## config.mk

```make
export PLATFORM = sky130hd
export DESIGN_NAME = ccip_mmio_regfile_flat
export DESIGN_NICKNAME = d
export VERILOG_FILES = /design/src/rtl/ccip_mmio_regfile_if.sv /design/src/rtl/ccip_mmio_regfile.sv /design/src/flat_wrapper.sv
export SDC_FILE = /design/constraint.sdc
export NUM_CORES = 1
export LEC_CHECK = 0
export BUFFER_PORTS_ARGS = -buffer_cell sky130_fd_sc_hd__buf_4
export CORE_MARGIN = 4
export CORE_UTILIZATION = 45
export DETAILED_ROUTE_END_ITERATION = 8
export GPL_TIMING_DRIVEN = 0
export PLACE_DENSITY = 0.68
export RECOVER_POWER = 100
export SETUP_SLACK_MARGIN = 0.05
export SLEW_MARGIN = 30
export SYNTH_ARGS = -nofsm -noshare
export SYNTH_HDL_FRONTEND = slang
export SYNTH_SLANG_ARGS = --single-unit
```

## constraint.sdc

```tcl
create_clock -name clk -period 3.38 [get_ports clk]
set_clock_uncertainty 0.1 [all_clocks]
set_input_delay 1.014 -clock clk [delete_from_list [all_inputs] [get_ports clk]]
set_output_delay 1.014 -clock clk [all_outputs]
set_load 0.02 [all_outputs]
```

## src/rtl/ccip_mmio_regfile_if.sv

```systemverilog
// CCI-P MMIO request/response fields plus the mapped-write stream toward the FPU.
// The regfile side uses the slave modport; the host/FPU side uses master.
interface ccip_mmio_regfile_if #(
  parameter int MAP_DATA_WIDTH = 32,
  parameter int MAP_ADDR_WIDTH = 32
);
  logic                      mmio_rd_valid;
  logic                      mmio_wr_valid;
  logic [15:0]               mmio_addr;
  logic [1:0]                mmio_len;
  logic [8:0]                mmio_tid;
  logic [63:0]               mmio_wr_data;
  logic                      mmio_rsp_valid;
  logic [8:0]                mmio_rsp_tid;
  logic [63:0]               mmio_rsp_data;
  logic                      mapped_data_valid;
  logic                      mapped_data_ready;
  logic [MAP_DATA_WIDTH-1:0] mapped_data;
  logic [MAP_ADDR_WIDTH-1:0] mapped_address;

  modport slave (
    input  mmio_rd_valid, mmio_wr_valid, mmio_addr, mmio_len, mmio_tid, mmio_wr_data,
    input  mapped_data_ready,
    output mmio_rsp_valid, mmio_rsp_tid, mmio_rsp_data,
    output mapped_data_valid, mapped_data, mapped_address
  );

  modport master (
    output mmio_rd_valid, mmio_wr_valid, mmio_addr, mmio_len, mmio_tid, mmio_wr_data,
    output mapped_data_ready,
    input  mmio_rsp_valid, mmio_rsp_tid, mmio_rsp_data,
    input  mapped_data_valid, mapped_data, mapped_address
  );
endinterface

```

## src/rtl/ccip_mmio_regfile.sv

```systemverilog
// CCI-P MMIO register file: DFH/AFU_ID header, STATUS, NUM_REGS user registers,
// and a valid/ready FIFO forwarding every user-register write to the FPU.
module ccip_mmio_regfile #(
  parameter int             NUM_REGS       = 8,
  parameter logic [15:0]    USER_BASE      = 16'h0010,
  parameter int             FIFO_DEPTH     = 4,
  parameter int             MAP_DATA_WIDTH = 32,
  parameter int             MAP_ADDR_WIDTH = 32,
  parameter logic [127:0]   AFU_ID         = 128'h0
) (
  input  logic                      clk,
  input  logic                      rst_n,
  ccip_mmio_regfile_if.slave        bus,
  output logic [64*NUM_REGS-1:0]    reg_q
);

  localparam logic [63:0]    DFH      = 64'h1000_0100_0000_0000;
  localparam int             IDX_W    = (NUM_REGS > 1) ? $clog2(NUM_REGS) : 1;
  localparam int             PTR_W    = $clog2(FIFO_DEPTH);
  localparam logic [PTR_W:0] FULL_CNT = (PTR_W+1)'(FIFO_DEPTH);

  function automatic logic [15:0] sat_inc16(input logic [15:0] v);
    return (v == 16'hFFFF) ? v : v + 16'd1;
  endfunction

  logic [63:0]               user_reg [NUM_REGS];
  logic [15:0]               drop_cnt;
  logic [PTR_W:0]            fifo_cnt;
  logic [PTR_W-1:0]          wr_ptr, rd_ptr;
  logic [IDX_W-1:0]          mem_idx  [FIFO_DEPTH];
  logic [MAP_DATA_WIDTH-1:0] mem_data [FIFO_DEPTH];

  logic [14:0]      word_addr, user_off;
  logic [IDX_W-1:0] user_idx;
  logic             user_hit, acc_ok, wr_user, wr_status;
  logic [63:0]      word_val, rd_data_c, wr_merged, cur_val;

  assign word_addr = bus.mmio_addr[15:1];
  assign user_off  = word_addr - USER_BASE[15:1];
  assign user_hit  = (word_addr >= USER_BASE[15:1]) && (user_off < 15'(NUM_REGS));
  assign user_idx  = user_off[IDX_W-1:0];
  assign acc_ok    = (bus.mmio_len == 2'd0) || ((bus.mmio_len == 2'd1) && !bus.mmio_addr[0]);
  assign wr_user   = bus.mmio_wr_valid && acc_ok && user_hit;
  assign wr_status = bus.mmio_wr_valid && acc_ok && !user_hit && (word_addr == 15'h5);
  assign cur_val   = user_reg[user_idx];

  always_comb begin
    word_val = '0;
    if (user_hit) begin
      word_val = cur_val;
    end else begin
      case (word_addr)
        15'h0:   word_val = DFH;
        15'h1:   word_val = AFU_ID[63:0];
        15'h2:   word_val = AFU_ID[127:64];
        15'h5:   word_val = {40'd0, 8'(fifo_cnt), drop_cnt};
        default: word_val = '0;
      endcase
    end
  end

  // 4B accesses return the selected half right-justified; illegal shapes read 0.
  always_comb begin
    rd_data_c = '0;
    if ((bus.mmio_len == 2'd1) && !bus.mmio_addr[0])
      rd_data_c = word_val;
    else if (bus.mmio_len == 2'd0)
      rd_data_c = {32'd0, bus.mmio_addr[0] ? word_val[63:32] : word_val[31:0]};
  end

  always_comb begin
    wr_merged = bus.mmio_wr_data;
    if (bus.mmio_len == 2'd0)
      wr_merged = bus.mmio_addr[0] ? {bus.mmio_wr_data[31:0], cur_val[31:0]}
                                   : {cur_val[63:32], bus.mmio_wr_data[31:0]};
  end

  // p0: read captured from pre-write state; write data latched for the FIFO push
  logic                      vld_p0, vld_p1;
  logic [8:0]                tid_p0, tid_p1;
  logic [63:0]               data_p0, data_p1;
  logic                      push_vld_p0;
  logic [IDX_W-1:0]          push_idx_p0;
  logic [MAP_DATA_WIDTH-1:0] push_data_p0;

  always_ff @(posedge clk or negedge rst_n) begin
    if (!rst_n) begin
      vld_p0       <= 1'b0;
      tid_p0       <= '0;
      data_p0      <= '0;
      push_vld_p0  <= 1'b0;
      push_idx_p0  <= '0;
      push_data_p0 <= '0;
      for (int i = 0; i < NUM_REGS; i++) user_reg[i] <= '0;
    end else begin
      vld_p0       <= bus.mmio_rd_valid;
      tid_p0       <= bus.mmio_tid;
      data_p0      <= rd_data_c;
      push_vld_p0  <= wr_user;
      push_idx_p0  <= user_idx;
      push_data_p0 <= wr_merged[MAP_DATA_WIDTH-1:0];
      if (wr_user) user_reg[user_idx] <= wr_merged;
    end
  end

  // p1: registered read response
  always_ff @(posedge clk or negedge rst_n) begin
    if (!rst_n) begin
      vld_p1  <= 1'b0;
      tid_p1  <= '0;
      data_p1 <= '0;
    end else begin
      vld_p1  <= vld_p0;
      tid_p1  <= tid_p0;
      data_p1 <= data_p0;
    end
  end

  assign bus.mmio_rsp_valid = vld_p1;
  assign bus.mmio_rsp_tid   = tid_p1;
  assign bus.mmio_rsp_data  = data_p1;

  logic pop, full, push_ok, drop;
  assign pop     = (fifo_cnt != '0) && bus.mapped_data_ready;
  assign full    = (fifo_cnt == FULL_CNT);
  assign push_ok = push_vld_p0 && (!full || pop);
  assign drop    = push_vld_p0 && full && !pop;

  // A STATUS write in the same cycle as a drop must leave drop_cnt at 0.
  always_ff @(posedge clk or negedge rst_n) begin
    if (!rst_n) begin
      wr_ptr   <= '0;
      rd_ptr   <= '0;
      fifo_cnt <= '0;
      drop_cnt <= '0;
      for (int k = 0; k < FIFO_DEPTH; k++) begin
        mem_idx[k]  <= '0;
        mem_data[k] <= '0;
      end
    end else begin
      if (push_ok) begin
        mem_idx[wr_ptr]  <= push_idx_p0;
        mem_data[wr_ptr] <= push_data_p0;
        wr_ptr           <= wr_ptr + PTR_W'(1);
      end
      if (pop) rd_ptr <= rd_ptr + PTR_W'(1);
      case ({push_ok, pop})
        2'b10:   fifo_cnt <= fifo_cnt + (PTR_W+1)'(1);
        2'b01:   fifo_cnt <= fifo_cnt - (PTR_W+1)'(1);
        default: fifo_cnt <= fifo_cnt;
      endcase
      if (wr_status)  drop_cnt <= '0;
      else if (drop)  drop_cnt <= sat_inc16(drop_cnt);
    end
  end

  assign bus.mapped_data_valid = (fifo_cnt != '0);
  assign bus.mapped_data       = mem_data[rd_ptr];
  assign bus.mapped_address    = MAP_ADDR_WIDTH'(mem_idx[rd_ptr]);

  for (genvar g = 0; g < NUM_REGS; g++) begin : g_reg_q
    assign reg_q[64*g +: 64] = user_reg[g];
  end

endmodule

```

## src/flat_wrapper.sv

```systemverilog
// flat-port wrapper written by rule: the top's interface ports become plain ports
module ccip_mmio_regfile_flat 
#(
  parameter int             NUM_REGS       = 8,
  parameter logic [15:0]    USER_BASE      = 16'h0010,
  parameter int             FIFO_DEPTH     = 4,
  parameter int             MAP_DATA_WIDTH = 32,
  parameter int             MAP_ADDR_WIDTH = 32,
  parameter logic [127:0]   AFU_ID         = 128'h0
)
  (clk, rst_n, reg_q, bus_mmio_rd_valid, bus_mmio_wr_valid, bus_mmio_addr, bus_mmio_len, bus_mmio_tid, bus_mmio_wr_data, bus_mapped_data_ready, bus_mmio_rsp_valid, bus_mmio_rsp_tid, bus_mmio_rsp_data, bus_mapped_data_valid, bus_mapped_data, bus_mapped_address);
  ccip_mmio_regfile_if #(.MAP_DATA_WIDTH(MAP_DATA_WIDTH), .MAP_ADDR_WIDTH(MAP_ADDR_WIDTH)) bus_i ();
  input  logic clk;
  input  logic rst_n;
  output logic [64*NUM_REGS-1:0] reg_q;
  input wire logic [$bits(bus_i.mmio_rd_valid)-1:0] bus_mmio_rd_valid;
  input wire logic [$bits(bus_i.mmio_wr_valid)-1:0] bus_mmio_wr_valid;
  input wire logic [$bits(bus_i.mmio_addr)-1:0] bus_mmio_addr;
  input wire logic [$bits(bus_i.mmio_len)-1:0] bus_mmio_len;
  input wire logic [$bits(bus_i.mmio_tid)-1:0] bus_mmio_tid;
  input wire logic [$bits(bus_i.mmio_wr_data)-1:0] bus_mmio_wr_data;
  input wire logic [$bits(bus_i.mapped_data_ready)-1:0] bus_mapped_data_ready;
  output wire logic [$bits(bus_i.mmio_rsp_valid)-1:0] bus_mmio_rsp_valid;
  output wire logic [$bits(bus_i.mmio_rsp_tid)-1:0] bus_mmio_rsp_tid;
  output wire logic [$bits(bus_i.mmio_rsp_data)-1:0] bus_mmio_rsp_data;
  output wire logic [$bits(bus_i.mapped_data_valid)-1:0] bus_mapped_data_valid;
  output wire logic [$bits(bus_i.mapped_data)-1:0] bus_mapped_data;
  output wire logic [$bits(bus_i.mapped_address)-1:0] bus_mapped_address;
  assign bus_i.mmio_rd_valid = bus_mmio_rd_valid;
  assign bus_i.mmio_wr_valid = bus_mmio_wr_valid;
  assign bus_i.mmio_addr = bus_mmio_addr;
  assign bus_i.mmio_len = bus_mmio_len;
  assign bus_i.mmio_tid = bus_mmio_tid;
  assign bus_i.mmio_wr_data = bus_mmio_wr_data;
  assign bus_i.mapped_data_ready = bus_mapped_data_ready;
  assign bus_mmio_rsp_valid = bus_i.mmio_rsp_valid;
  assign bus_mmio_rsp_tid = bus_i.mmio_rsp_tid;
  assign bus_mmio_rsp_data = bus_i.mmio_rsp_data;
  assign bus_mapped_data_valid = bus_i.mapped_data_valid;
  assign bus_mapped_data = bus_i.mapped_data;
  assign bus_mapped_address = bus_i.mapped_address;
  ccip_mmio_regfile #(.NUM_REGS(NUM_REGS), .USER_BASE(USER_BASE), .FIFO_DEPTH(FIFO_DEPTH), .MAP_DATA_WIDTH(MAP_DATA_WIDTH), .MAP_ADDR_WIDTH(MAP_ADDR_WIDTH), .AFU_ID(AFU_ID)) u_core (.clk(clk), .rst_n(rst_n), .bus(bus_i), .reg_q(reg_q));
endmodule
```

==> run metrics, run 1 <==
Overflow after GRT=0; Antenna Nets Post-Route=0; total die area=roughly 0.089 sq mm; Worst-Margin Slew=about 1.7 ns; 1st-iter DRT viols=approximately 3700; Worst path max stage delay=0.69 ns; WS Path Type=in2reg; num rows=roughly 110; Initial Util=0.4535; crit start category=input pin; final hold violations=0; failing checks=max-capacitance violations, max-slew violations, negative setup slack; # setup viols final=20; CTS H-tree depth=3; max_cap viols=1; IO Port Bufs=714; clk root buf=clkbuf_16; Sum Neg Setup Slack=-0.3899 ns; worst skew pair latency=a little under 0.7 ns; synthesized cell area=0.03796 sq mm; share of cells above drive strength 1=0.2759; initial antenna violation count=8; YS warnings=0; ratio of final minimum period to clock period=1.011; TritonRoute pass-1 iters=8; arrival time worst endpoint=just under 4 ns; io pins=747; run status=complete, but fails checks; Static Leakage=around 0.021 uW; slack of the critical path=-0.03725 ns; largest area contributor in the netlist=dfrtp_1; WP buf/inv=3; wire per inst=about 34 um; PD cells=about 490 mW/mm^2; most frequent cells in the layout=858 x dfrtp_1, 754 x clkbuf_1, 367 x mux2_2; # DRC=0; ys flop type=dfrtp_1; r2r setup slk=roughly 0.24 ns; TritonCTS clock tree=done; Die Width=298.4 um; first-pass GRT wire length=around 230000 um; Max IR drop VDD=0.3825 mV; via/cell ratio=around 6.2; Clock Pin Slew Worst Setup and Hold Paths=approximately 0.05 ns; Crit path depth=6; Critical Path Start=bus_mmio_addr[4]; RSZ-0062 raised after global routing=false; P&R area growth vs syn=22.56%; Crit path max-delay family=buffers and inverters; EDFF count, synth=0; Hold Slack=0.1492 ns; slowest CP cell=nor3_4; post-synthesis sequential area ratio=0.5663; Final Max Tran Viols=128; Post-Route Utilization=0.5558; number of distinct library cells after synthesis=69; largest net degree at the start of global routing=128; total number of vias=30288; Post-synth ARST share=1.000; Synth Register Bits=859; Avg Inst Size Synth=roughly 14 sq um; hold_buf cts=0; Critical Path RT=between 3 and 4 ns; FF-to-FF End=u_core.mem_data[10]; Critical R2R Launch=u_core.fifo_cnt[0]; minimum clock period after layout=about 3.4 ns; Critical Path Sink Type=flip-flop; post-DP HPWL=between 100000 and 150000 um; most common cell after layout, fill and taps aside=dfrtp_1; largest fanout on the critical path=10; CTS Buf Count=just over 90; core area=between 0.08 and 0.09 sq mm; final WL=164400 um; GRT Total Usage=0.3602; PnR Total Power=around 23000 uW; CP Cell Sequence=clkbuf_1, nand4b_1, buf_2, nor3_4, clkbuf_2, mux2_2; worst r2r path cells=6; largest cells by area after synthesis=dfrtp_1 57%, mux2_2 11%, mux4_2 9.2%; placer congestion estimate=around 0.94; Mapped Cells=about 2800; vias in the first global route=30170; HP Class=in2async; Die Span Y=between 200 and 300 um; clock sink total=between 800 and 900; Critical Path Sink=u_core.reg_q[436]; Max Root-Sink Buffers=3; Slew headroom=-0.1630; final net count=between 3000 and 4000; fmax=0.2926 GHz; share of Yosys cell area claimed by the top area cell type=0.5663
cells in the mapped netlist, types with 12 or more instances:
library cell  number
dfrtp_1          859
mux2_2           377
o31ai_1          232
o21ai_0          216
mux4_2           155
clkbuf_1         153
mux2i_1           71
buf_2             61
nor2_1            58
nand2_1           55
nand3_1           49
a31oi_1           46
inv_1             37
mux2_1            34
a21oi_1           31
buf_4             31
o211ai_1          31
nor4_1            29
and2_1            19
o21ai_1           19
nor3_1            15
or3_1             13
a22oi_1           12
buf_6             12
sequential cells by signal, summed over array words and instances (netlist names), 2 cells and up:
name / count
u_core.data_p0: 64
u_core.drop_cnt: 16
u_core.push_data_p0: 32
u_core.push_idx_p0: 3
u_core.bus.mmio_rsp_tid: 9
u_core.mem_data: 128
u_core.rd_ptr: 2
u_core.mem_idx: 12
u_core.fifo_cnt: 3
u_core.wr_ptr: 2
u_core.reg_q: 512
u_core.tid_p0: 9
u_core.bus.mmio_rsp_data: 64
worst reg2reg max path, cell delays in order, from the launching register on:
cell and delay [ns]:
dfrtp_1 0.51, nor4b_2 0.76, nor2b_1 0.12, clkbuf_1 0.23, nand2_1 0.48, clkbuf_2 0.41, mux2_2 0.38
layout make-up:
| cell class | count | area, sq um |
|---|---|---|
| fillers | 7548 | 37170 |
| well taps | 1134 | 1419 |
| diodes | 4 | 10.01 |
| flip-flops and latches | 859 | 21500 |
| plain buffers | 264 | 1375 |
| inverters | 37 | 138.9 |
| repair buffers | 744 | 3361 |
| clock inverters | 32 | 473.0 |
| clock buffers | 134 | 2731 |
| multi-input cells | 1642 | 15510 |
stage by stage:
stage / std cells / setup WS (ns) / instance area (sq um)
after floorplan: 2803 / 0.3009 / 38060
after global placement: 4651 / -8.970 / 44840
after detailed placement: 4658 / -1.191 / 45110
after CTS: 4835 / 0.01374 / 48660
after global routing: 4849 / 0.02824 / 46510
final: 4850 / -0.03725 / 46520
power by group:
part / switching, uW / internal (uW)
clock network: 4490 / 6120
registers: 115 / 10400
logic: 1260 / 614
cells by family after synthesis:
family,synth area share
compound gates,0.1120
buf+inv,0.03732
flops,0.5663
mux,0.2341
fa+ha+maj,0.002505
simple gates,0.04628
other cells,0.00009880
xor+xnor,0.001385
metal layers:
metal  vias up  track usage  share of wire
li1      12196            -              -
met1     15661       0.4412           0.36
met2      1979       0.5672           0.46
met3       450       0.1308           0.12
met4         2       0.1775          0.063
met5         -            0       0.000073
timing repair:
action                                  in CTS  in global routing
gates resized for setup                     71                 52
endpoints found under the setup margin     427                300
setup buffers                               12                 11
pin swaps                                    4                 13
worst min path at each step:
stage	from	to	slack (ns)	cells past startpoint
finish	rst_n	u_core.data_p0[24]	0.15	1
global route	rst_n	u_core.bus.mmio_rsp_data[56]	0.17	1
CTS	rst_n	u_core.bus.mmio_rsp_data[56]	0.15	1
detailed placement	u_core.data_p0[18]	u_core.bus.mmio_rsp_data[18]	0.23	0
global placement	u_core.tid_p0[0]	u_core.bus.mmio_rsp_tid[0]	0.23	0
floorplan	u_core.data_p0[0]	u_core.bus.mmio_rsp_data[0]	0.23	0
Note: power is estimated with default switching activity, not from simulation.
==> run 2, diff against run 1 <==
Settings changed: PLACE_DENSITY 0.68 to 0.7.
==> run 2 against run 1 <==
  * The run still ends with max-capacitance violations, max-slew violations, negative setup slack left
  * Power is 0.28% lower
  * Flip-flop and latch count stayed put
  * Worst hold slack gained 0.0036 ns
  * Combinational power about the same
  * Cell area is essentially flat
  * Sequential power about the same
  * Wire length is essentially flat
  * Register-to-register slack lost 0.02 ns
  * Cell count about the same
  * Maximum frequency about the same
==> run metrics, run 2 (synthesis gave the netlist of run 1 again) <==
first-pass GRT wire length=229700 um (was 230200 um); max reg flops=512 (unchanged); Max Root-Sink Buffers=3 (unchanged); # DRC=0 (unchanged); clock sink total=859 (unchanged); placer congestion estimate=0.9464 (was 0.9404); worst r2r path cells=6 (unchanged); post-DP HPWL=124200 um (was 124700 um); most common cell after layout, fill and taps aside=dfrtp_1 (unchanged); PD cells=492.1 mW/mm^2 (was 493.6 mW/mm^2); largest fanout on the critical path=11 (was 10); total die area=0.08905 sq mm (unchanged); IO Port Bufs=714 (unchanged); 1st-iter DRT viols=3488 (was 3668); TritonRoute pass-1 iters=8 (unchanged); Die Span Y=298.4 um (unchanged); Slew headroom=-0.3981 (was -0.1630); clk root buf=clkbuf_16 (unchanged); Critical R2R Launch=u_core.fifo_cnt[0] (unchanged); CTS H-tree depth=3 (unchanged); GRT met3 Usage=0.1217 (was 0.1308); final hold violations=0 (unchanged); r2r setup slk=0.22 ns (was 0.24 ns); worst skew pair latency=0.66 ns (was 0.69 ns); RSZ-0062 raised after global routing=true (was false); Worst path max stage delay=0.50 ns (was 0.69 ns); minimum clock period after layout=3.420 ns (was 3.417 ns); max_cap viols=1 (unchanged); Sum Neg Setup Slack=-0.2082 ns (was -0.3899 ns); FF-to-FF End=u_core.mem_data[71] (was u_core.mem_data[10]); Critical Path RT=3.84 ns (was 3.83 ns); most frequent cells in the layout=858 x dfrtp_1, 754 x clkbuf_1, 371 x mux2_2 (was 858 x dfrtp_1, 754 x clkbuf_1, 367 x mux2_2); arrival time worst endpoint=3.88 ns (was 3.87 ns); wire per inst=33.88 um (was 33.89 um); num rows=106 (unchanged); Initial Util=0.4535 (unchanged); initial antenna violation count=18 (was 8); Max IR drop VDD=0.3747 mV (was 0.3825 mV); # setup viols final=10 (was 20); final WL=164400 um (about the same); Critical Path Start=bus_mmio_addr[1] (was bus_mmio_addr[4]); run status=complete, but fails checks (unchanged); Die Width=298.4 um (unchanged); Overflow after GRT=0 (unchanged); CTS Buf Count=93 (unchanged); Critical Path Sink Type=flip-flop (unchanged); crit start category=input pin (unchanged); slowest CP cell=nand3_1 (was nor3_4); Static Leakage=0.02112 uW (was 0.02115 uW); met2 GRT Util=0.5511 (was 0.5672); CP Cell Sequence=buf_4, buf_2, buf_6, buf_6, buf_6, nor3_2, nand3_1, clkbuf_2, clkbuf_1, o21ai_0 (was clkbuf_1, nand4b_1, buf_2, nor3_4, clkbuf_2, mux2_2); Hold Slack=0.1528 ns (was 0.1492 ns); slack of the critical path=-0.03969 ns (was -0.03725 ns); Worst-Margin Slew=2.097 ns (was 1.744 ns); most used routing layer=met2 (unchanged); hold_buf cts=0 (unchanged); GR Layer Usage met1=0.4513 (was 0.4412); WP buf/inv=7 (was 3); crit-path most repeated cell=buf_6; TritonCTS clock tree=done (unchanged); Antenna Nets Post-Route=0 (unchanged); WS Path Type=in2reg (unchanged); share of cells above drive strength 1=0.2776 (was 0.2759); fill count=7435 (was 7548); via/cell ratio=6.296 (was 6.245); failing checks=max-capacitance violations, max-slew violations, negative setup slack (unchanged); vias in the first global route=30240 (was 30170); Clock Pin Slew Worst Setup and Hold Paths=0.06 ns (was 0.05 ns); HP Class=in2async (unchanged); total number of vias=30548 (was 30288); ratio of final minimum period to clock period=1.012 (was 1.011); largest net degree at the start of global routing=128 (unchanged); io pins=747 (unchanged); final net count=3736 (was 3744); core area=0.08369 sq mm (unchanged); GRT Total Usage=0.3599 (was 0.3602); P&R area growth vs syn=22.58% (was 22.56%); Post-Route Utilization=0.5559 (was 0.5558); fmax=0.2924 GHz (was 0.2926 GHz); Crit path max-delay family=buffers and inverters (unchanged); Final Max Tran Viols=92 (was 128)
run 2: cell count changes in the layout (fill, tap and decap cells not counted), moves of 4 or more:
cell	delta
mux2_2	+4
clkbuf_8	-4
mux2i_1	-4
clkinv_16	-5
mux2_1	-4
diode_2	+7
mux2i_2	+7
clkbuf_2	-12
run 2: timing repair:
action,in CTS,in global routing
resized for setup,87,43
endpoints found under the setup margin,498,310
hold endpoints to repair,0,0
setup buffers,10,5
pin swaps,5,4
run 2: final cells by class:
type,instances,area (sq um),area share
tap,1134,1419,0.03050
antenna,11,27.53,0.0005916
sequential,859,21500,0.4620
clock buffer,134,2713,0.05830
buffer,263,1356,0.02915
timing repair buffer,737,3436,0.07385
clock inverter,35,434.2,0.009332
inverter,37,138.9,0.002985
multi-input combinational,1642,15500,0.3333
run 2: where the power goes:
| part | switching (uW) | internal [uW] | total (uW) |
|---|---|---|---|
| Sequential | 109 | 10400 | 10500 |
| Clock | 4360 | 6200 | 10600 |
| Combinational | 1280 | 593 | 1870 |
| Total | 5740 | 17200 | 22900 |
run 2: worst max path at each step:
stage	slack, ns	depth (start not counted)	end
after floorplan	0.30	8	u_core.data_p0[8]
after global placement	-8.93	1	u_core.mem_data[122]
after detailed placement	-1.18	8	u_core.reg_q[297]
after CTS	0.03	7	u_core.reg_q[295]
after global routing	0.02	9	u_core.reg_q[298]
final	-0.04	10	u_core.reg_q[29]
run 2: layer usage:
layer	vias up	routed length (um)
met5	-	75
li1	12203	-
met4	12	11580
met2	1973	74100
met3	479	18530
met1	15881	60120
run 2: per-stage QoR:
step | cell area [sq um] | setup slack (ns) | total power, uW | cells
finish | 46530 | -0.03969 | 22900 | 4852
global route | 46510 | 0.02069 | 23550 | 4846
CTS | 48700 | 0.02952 | 22970 | 4837
detailed placement | 45120 | -1.179 | 12450 | 4659
global placement | 44840 | -8.930 | 12400 | 4651
floorplan | 38060 | 0.3009 | 11540 | 2803
